`config.mk`:
```
export PLATFORM = sky130hd
export DESIGN_NAME = jam_param
export DESIGN_NICKNAME = d
export VERILOG_FILES = /design/src/rtl/jam_param.sv
export SDC_FILE = /design/constraint.sdc
export NUM_CORES = 1
export LEC_CHECK = 0
export BUFFER_PORTS_ARGS = -buffer_cell sky130_fd_sc_hd__buf_4
export CORE_MARGIN = 2
export CORE_UTILIZATION = 37
export DETAILED_ROUTE_END_ITERATION = 10
export PLACE_DENSITY_LB_ADDON = 0.05
export SLEW_MARGIN = 40
export SYNTH_ARGS = -nofsm -noshare
export SYNTH_HDL_FRONTEND = slang
export SYNTH_SLANG_ARGS = --single-unit
```
`constraint.sdc`:
```
create_clock -name CLK -period 5.1 [get_ports CLK]
set_input_delay 0.765 -clock CLK [delete_from_list [all_inputs] [get_ports CLK]]
set_output_delay 0.765 -clock CLK [all_outputs]
set_load 0.05 [all_outputs]
```
`src/rtl/jam_param.sv`:
```
// Exhaustive assignment solver: walks every permutation of jobs over workers in
// lexicographic order and reports the best total cost and how many assignments hit it.
module jam_param #(
  parameter int N        = 8,
  parameter int IDX_W    = 3,
  parameter int COST_W   = 7,
  parameter int SUM_W    = 10,
  parameter int CNT_W    = 16,
  parameter int MAX_MODE = 0
) (
  input  logic              CLK,
  input  logic              RST,
  input  logic              Start,
  output logic              Busy,
  output logic [IDX_W-1:0]  W,
  output logic [IDX_W-1:0]  J,
  input  logic [COST_W-1:0] Cost,
  output logic [CNT_W-1:0]  MatchCount,
  output logic [SUM_W-1:0]  MinCost,
  output logic              Valid
);

  typedef enum logic [2:0] {
    S_IDLE  = 3'd0,
    S_INIT  = 3'd1,
    S_READ  = 3'd2,
    S_EVAL  = 3'd3,
    S_PIVOT = 3'd4,
    S_SWAP  = 3'd5,
    S_FLIP  = 3'd6,
    S_DONE  = 3'd7
  } state_t;

  // P is sized to the full index range so every pointer value selects a real entry.
  localparam int                DEPTH     = 1 << IDX_W;
  localparam logic [IDX_W-1:0]  LAST      = IDX_W'(N - 1);
  localparam logic [IDX_W-1:0]  PEN       = IDX_W'(N - 2);
  localparam logic [IDX_W-1:0]  IDX_ONE   = IDX_W'(1);
  localparam logic [IDX_W-1:0]  IDX_ZERO  = {IDX_W{1'b0}};
  localparam logic [CNT_W-1:0]  CNT_ONE   = CNT_W'(1);
  localparam logic [SUM_W-1:0]  BEST_INIT = (MAX_MODE != 0) ? {SUM_W{1'b0}} : {SUM_W{1'b1}};

  state_t           state_q, state_d;
  logic [IDX_W-1:0] p_q [DEPTH];
  logic [IDX_W-1:0] p_d [DEPTH];
  logic [SUM_W-1:0] sum_q, sum_d;
  logic [SUM_W-1:0] best_q, best_d;
  logic [CNT_W-1:0] cnt_q, cnt_d;
  logic [IDX_W-1:0] rd_q, rd_d;
  logic [IDX_W-1:0] pi_q, pi_d;
  logic [IDX_W-1:0] pj_q, pj_d;
  logic [IDX_W-1:0] head_q, head_d;
  logic [IDX_W-1:0] tail_q, tail_d;
  logic [IDX_W-1:0] w_q, w_d;
  logic [IDX_W-1:0] j_q, j_d;
  logic             busy_q, busy_d;
  logic             valid_q, valid_d;

  function automatic logic better(input logic [SUM_W-1:0] a, input logic [SUM_W-1:0] b);
    if (MAX_MODE != 0) begin
      better = (a > b);
    end else begin
      better = (a < b);
    end
  endfunction

  // Next-state, permutation stepping and registered output values.
  always_comb begin
    state_d = state_q;
    for (int i = 0; i < DEPTH; i++) begin
      p_d[i] = p_q[i];
    end
    sum_d  = sum_q;
    best_d = best_q;
    cnt_d  = cnt_q;
    rd_d   = rd_q;
    pi_d   = pi_q;
    pj_d   = pj_q;
    head_d = head_q;
    tail_d = tail_q;

    case (state_q)
      S_IDLE: begin
        if (Start) begin
          state_d = S_INIT;
        end else begin
          state_d = S_IDLE;
        end
      end
      S_INIT: begin
        for (int i = 0; i < DEPTH; i++) begin
          p_d[i] = IDX_W'(i);
        end
        sum_d   = {SUM_W{1'b0}};
        rd_d    = IDX_ZERO;
        best_d  = BEST_INIT;
        cnt_d   = {CNT_W{1'b0}};
        state_d = S_READ;
      end
      S_READ: begin
        sum_d = sum_q + SUM_W'(Cost);
        if (rd_q == LAST) begin
          state_d = S_EVAL;
        end else begin
          rd_d = rd_q + IDX_ONE;
        end
      end
      S_EVAL: begin
        if (better(sum_q, best_q)) begin
          best_d = sum_q;
          cnt_d  = CNT_ONE;
        end else if (sum_q == best_q) begin
          if (cnt_q != {CNT_W{1'b1}}) begin
            cnt_d = cnt_q + CNT_ONE;
          end else begin
            cnt_d = cnt_q;
          end
        end else begin
          cnt_d = cnt_q;
        end
        pi_d    = PEN;
        state_d = S_PIVOT;
      end
      S_PIVOT: begin
        if (p_q[pi_q] < p_q[pi_q + IDX_ONE]) begin
          pj_d    = LAST;
          state_d = S_SWAP;
        end else if (pi_q == IDX_ZERO) begin
          state_d = S_DONE;
        end else begin
          pi_d = pi_q - IDX_ONE;
        end
      end
      S_SWAP: begin
        // A match is guaranteed before pj reaches pi, since P[pi+1] > P[pi].
        if (p_q[pj_q] > p_q[pi_q]) begin
          p_d[pi_q] = p_q[pj_q];
          p_d[pj_q] = p_q[pi_q];
          head_d    = pi_q + IDX_ONE;
          tail_d    = LAST;
          state_d   = S_FLIP;
        end else begin
          pj_d = pj_q - IDX_ONE;
        end
      end
      S_FLIP: begin
        if (head_q >= tail_q) begin
          sum_d   = {SUM_W{1'b0}};
          rd_d    = IDX_ZERO;
          state_d = S_READ;
        end else begin
          p_d[head_q] = p_q[tail_q];
          p_d[tail_q] = p_q[head_q];
          head_d      = head_q + IDX_ONE;
          tail_d      = tail_q - IDX_ONE;
        end
      end
      S_DONE: begin
        state_d = S_IDLE;
      end
      default: begin
        state_d = S_IDLE;
      end
    endcase

    // ROM address is registered, so it is computed from the next read index and P.
    if (state_d == S_READ) begin
      w_d = rd_d;
      j_d = p_d[rd_d];
    end else begin
      w_d = IDX_ZERO;
      j_d = IDX_ZERO;
    end
    busy_d  = (state_d != S_IDLE) && (state_d != S_DONE);
    valid_d = (state_d == S_DONE);
  end

  // State and datapath registers with asynchronous reset.
  always_ff @(posedge CLK or posedge RST) begin
    if (RST) begin
      state_q <= S_IDLE;
      for (int i = 0; i < DEPTH; i++) begin
        p_q[i] <= IDX_W'(i);
      end
      sum_q   <= {SUM_W{1'b0}};
      best_q  <= {SUM_W{1'b0}};
      cnt_q   <= {CNT_W{1'b0}};
      rd_q    <= IDX_ZERO;
      pi_q    <= IDX_ZERO;
      pj_q    <= IDX_ZERO;
      head_q  <= IDX_ZERO;
      tail_q  <= IDX_ZERO;
      w_q     <= IDX_ZERO;
      j_q     <= IDX_ZERO;
      busy_q  <= 1'b0;
      valid_q <= 1'b0;
    end else begin
      state_q <= state_d;
      for (int i = 0; i < DEPTH; i++) begin
        p_q[i] <= p_d[i];
      end
      sum_q   <= sum_d;
      best_q  <= best_d;
      cnt_q   <= cnt_d;
      rd_q    <= rd_d;
      pi_q    <= pi_d;
      pj_q    <= pj_d;
      head_q  <= head_d;
      tail_q  <= tail_d;
      w_q     <= w_d;
      j_q     <= j_d;
      busy_q  <= busy_d;
      valid_q <= valid_d;
    end
  end

  assign W          = w_q;
  assign J          = j_q;
  assign Busy       = busy_q;
  assign Valid      = valid_q;
  assign MinCost    = best_q;
  assign MatchCount = cnt_q;

endmodule

```
==> flow_metrics.env <==
export IMPL_post_synth_top_count_cell="sky130_fd_sc_hd__nand2_1"
export IMPL_final_layout_size_suffix_gt1_share_pct=17.2
export IMPL_placement_io_buffers=43
export IMPL_route_vias_total=7435
export IMPL_status="completed"
export IMPL_global_route_usage_total_pct=28.1
export IMPL_synthArstFlopShare_pct=100
export IMPL_timing_critical_path_to_type="register"
export IMPL_chipWidth_um=145
export IMPL_final_period_minus_worst_setup_slack_ns=4.49
export IMPL_count_of_mapped_cells_out_of_synthesis=877
export IMPL_grt_max_degree=55
export IMPL_rr_startpoint="pj_q[1]"
export IMPL_power_per_cell_area_mw_per_mm2=688
export IMPL_critical_path_max_fanout=22
export IMPL_cts_root_buf="sky130_fd_sc_hd__clkbuf_16"
export IMPL_die_area_mm2=0.0211
export IMPL_viasPerCell=6.32
export IMPL_finalCritPeriodShare_pct=88.0
export IMPL_synth_top_cell_area_share_pct=25.1
export IMPL_critPathMostFrequentCell="sky130_fd_sc_hd__a21oi_1"
export IMPL_ys_seq_elements=86
export IMPL_ctsHoldBuffers=0
export IMPL_initial_antenna_violation_count=0
export IMPL_ctsHtreeMaxLevel=3
export IMPL_path_clk_slew_ns=0.08
export IMPL_overflow=0
export IMPL_r2r_setup_slack_ns=0.61
export IMPL_timing_critical_path_arrival_ns=4.70
export IMPL_numCtsBuffers=9
export IMPL_power_ir_vdd_worst_v=0.000282
export IMPL_post_route_setup_tns_ns=0
export IMPL_synth_top_area_cell="sky130_fd_sc_hd__dfrtp_1"
export IMPL_area_growth_pct=12.2
export IMPL_drc=0
export IMPL_path_type_of_the_worst_setup_path="register to register"
export IMPL_floorplan_die_height_um=145
export IMPL_post_cts_repair_setup_buffers=0
export IMPL_finish_net_count=950
export IMPL_num_io_pins=44
export IMPL_clock_insertion_delay_worst_skew_ns=0.36
export IMPL_worst_hold_slack_ns=0.449
export IMPL_worst_pin_slew_ns=0.885
export IMPL_totalWireLength_mm=29.7
export IMPL_wl_per_cell_um=25.2
export IMPL_first_global_vias=7337
export IMPL_first_pass_iters=7
export IMPL_r2r_cells=13
export IMPL_cts_resized_gates=0
export IMPL_cp_slowest_stage_delay_ns=0.82
export IMPL_antenna_diode_count=0
export IMPL_netlist_top_cells_count="80 x sky130_fd_sc_hd__nand2_1, 79 x sky130_fd_sc_hd__nor2_1, 74 x sky130_fd_sc_hd__dfrtp_1"
export IMPL_yosys_warnings=0
export IMPL_finish_instance_area_mm2=0.00828
export IMPL_syn_nets=921
export IMPL_number_of_placement_rows=51
export IMPL_slew_headroom_pct=40.6
export IMPL_synth_lib_cells_used_distinct=87
export IMPL_seq_area_frac_synth_pct=29.4
export IMPL_drt_initial_drc_count=738
export IMPL_setup_violations=0
export IMPL_worst_ep_required_time_ns=5.31
export IMPL_synth_enable_flop_cells=0
export IMPL_timing_max_cap_violations=0
export IMPL_rsz0062_at_grt="false"
export IMPL_final_setup_skew_ns=0.0110
export IMPL_critical_path_slowest_stage_cell="sky130_fd_sc_hd__dfrtp_1"
export IMPL_placement_cell_area_mm2=0.00797
export IMPL_worst_setup_path_start_kind="register"
export IMPL_synthFlopType="sky130_fd_sc_hd__dfrtp_1"
export IMPL_dp_cells=1160
export IMPL_clkSinkCount=86
export IMPL_dp_final_hpwl_mm=22.2
export IMPL_core_area_mm2=0.0195
export IMPL_worst_slack_ns=0.613
export IMPL_post_layout_nonfiller_instances=1176
export IMPL_first_pass_grt_wire_length_mm=45.5
export IMPL_filler_cell_count=2040
export IMPL_initial_utilization_pct=37.8
export IMPL_ys_top_cells_by_area="sky130_fd_sc_hd__dfrtp_1 25%, sky130_fd_sc_hd__ha_1 5.6%, sky130_fd_sc_hd__dfstp_2 4.3%, sky130_fd_sc_hd__nand2_1 4.1%, sky130_fd_sc_hd__nor2_1 4.0%"
export IMPL_reg2reg_to="J[1]"
export IMPL_syn_area_per_cell_um2=8.41
export IMPL_gpl_final_weighted_congestion=0.974
export IMPL_ant_nets=0
export IMPL_leakagePower_nw=3.67
export IMPL_achievable_frequency_mhz=223
export IMPL_cts_tree="built"
export IMPL_cell_chain_critical_path="nor3b_1 > o2bb2a_1 > nand2_1 > inv_2 > ha_1 > nand3b_1 > a21oi_2 > a21oi_1 > or2_1 > a21oi_1 > a31oi_1 > a2111oi_2 > o211ai_1"
export IMPL_hold_path_class="primary input to async pin"
export IMPL_syn_area_mm2=0.00738
export IMPL_finalMaxSlewViolations=0
export IMPL_place_ws_ns=0.762
export IMPL_report_final_hold_viol_count=0
export IMPL_cts_root_to_sink_buffers=2
==> placed cells by master (no fill, tap or decap), drive strengths merged, types with 6 or more instances in the layout <==
| master | n |
|---|---|
| mux4 | 13 |
| nor2 | 80 |
| xnor2 | 8 |
| nor3 | 31 |
| a21oi | 59 |
| dfstp | 12 |
| and3 | 13 |
| o211ai | 9 |
| or3 | 8 |
| inv | 43 |
| buf | 69 |
| dfrtp | 74 |
| nand3 | 33 |
| a2111oi | 6 |
| mux2 | 10 |
| nand2b | 15 |
| o31ai | 8 |
| xor2 | 12 |
| o22ai | 7 |
| nand2 | 81 |
| nor3b | 10 |
| or2 | 6 |
| a211oi | 9 |
| nor4 | 6 |
| o21ai | 67 |
| a21o | 6 |
| a22o | 10 |
| nand4 | 15 |
| nor2b | 12 |
| mux2i | 27 |
| ha | 33 |
| a31oi | 20 |
| nand3b | 12 |
| o2111ai | 7 |
| clkbuf | 9 |
==> critical path: cells and delay by family (launching register included) <==
| family | cells | cell delay (ns) |
|---|---|---|
| DFF | 1 | 0.82 |
| AOI/OAI and AO/OA | 7 | 1.97 |
| adders and majority gates | 1 | 0.19 |
| and+or+nand+nor | 4 | 1.29 |
| buffers and inverters | 1 | 0.05 |
==> stage by stage <==
stage | total power, mW | utilization, %
after floorplan | 3.75 | -
after global placement | 4.87 | 40.7
after detailed placement | 4.91 | 40.8
after CTS | 5.65 | 42.4
after global routing | 6.07 | 42.4
final | 5.70 | 42.4
==> worst max path at each step <==
stage | start | to | slack (ns)
floorplan | pj_q[1] | J[0] | 1.53
global placement | pj_q[1] | J[1] | 0.80
detailed placement | pj_q[1] | J[1] | 0.76
CTS | pj_q[1] | J[1] | 0.71
global route | pj_q[1] | J[1] | 0.32
finish | pj_q[1] | J[1] | 0.61
==> power by group <==
group          internal, mW  leakage, nW  switching (mW)
combinational          1.29         2.46            2.30
clock                 0.389        0.149           0.334
sequential            0.920         1.06           0.463
total                  2.60         3.67            3.10
==> per-layer routing <==
layer	part of all wire (%)	routed length [um]	track usage, %
met1	42	12400	36.0
met2	48	14400	47.9
met3	5.9	1760	3.99
met4	3.8	1140	11.1
met5	0	0	0
==> cells by family after synthesis <==
family / count (synthesis) / synth area share [%]
and+or+nand+nor: 342 / 23.4
adders and majority gates: 34 / 5.87
xor gates and xnor gates: 20 / 2.37
AOI/OAI and AO/OA: 253 / 23.9
DFF: 86 / 29.4
muxes: 50 / 9.16
buffers and inverters: 92 / 5.88
==> final cells by class <==
type	instances	area, um^2	share of cell area [%]
multi-input cells	699	4800	58.0
flip-flops and latches	86	2170	26.2
inverters	41	159	1.92
clock inverters	7	80.1	0.967
well taps	265	332	4.00
repair buffers	69	518	6.26
clock buffers	9	225	2.72
==> sequential cells by signal, indices dropped and copies added (netlist names) <==
name        cells
Busy            1
J               3
MatchCount     16
MinCost        10
Valid           1
W               3
head_q          3
p_q            24
pi_q            3
pj_q            3
rd_q            3
state_q         3
sum_q          10
tail_q          3
Power figures use the tool's default switching activity.
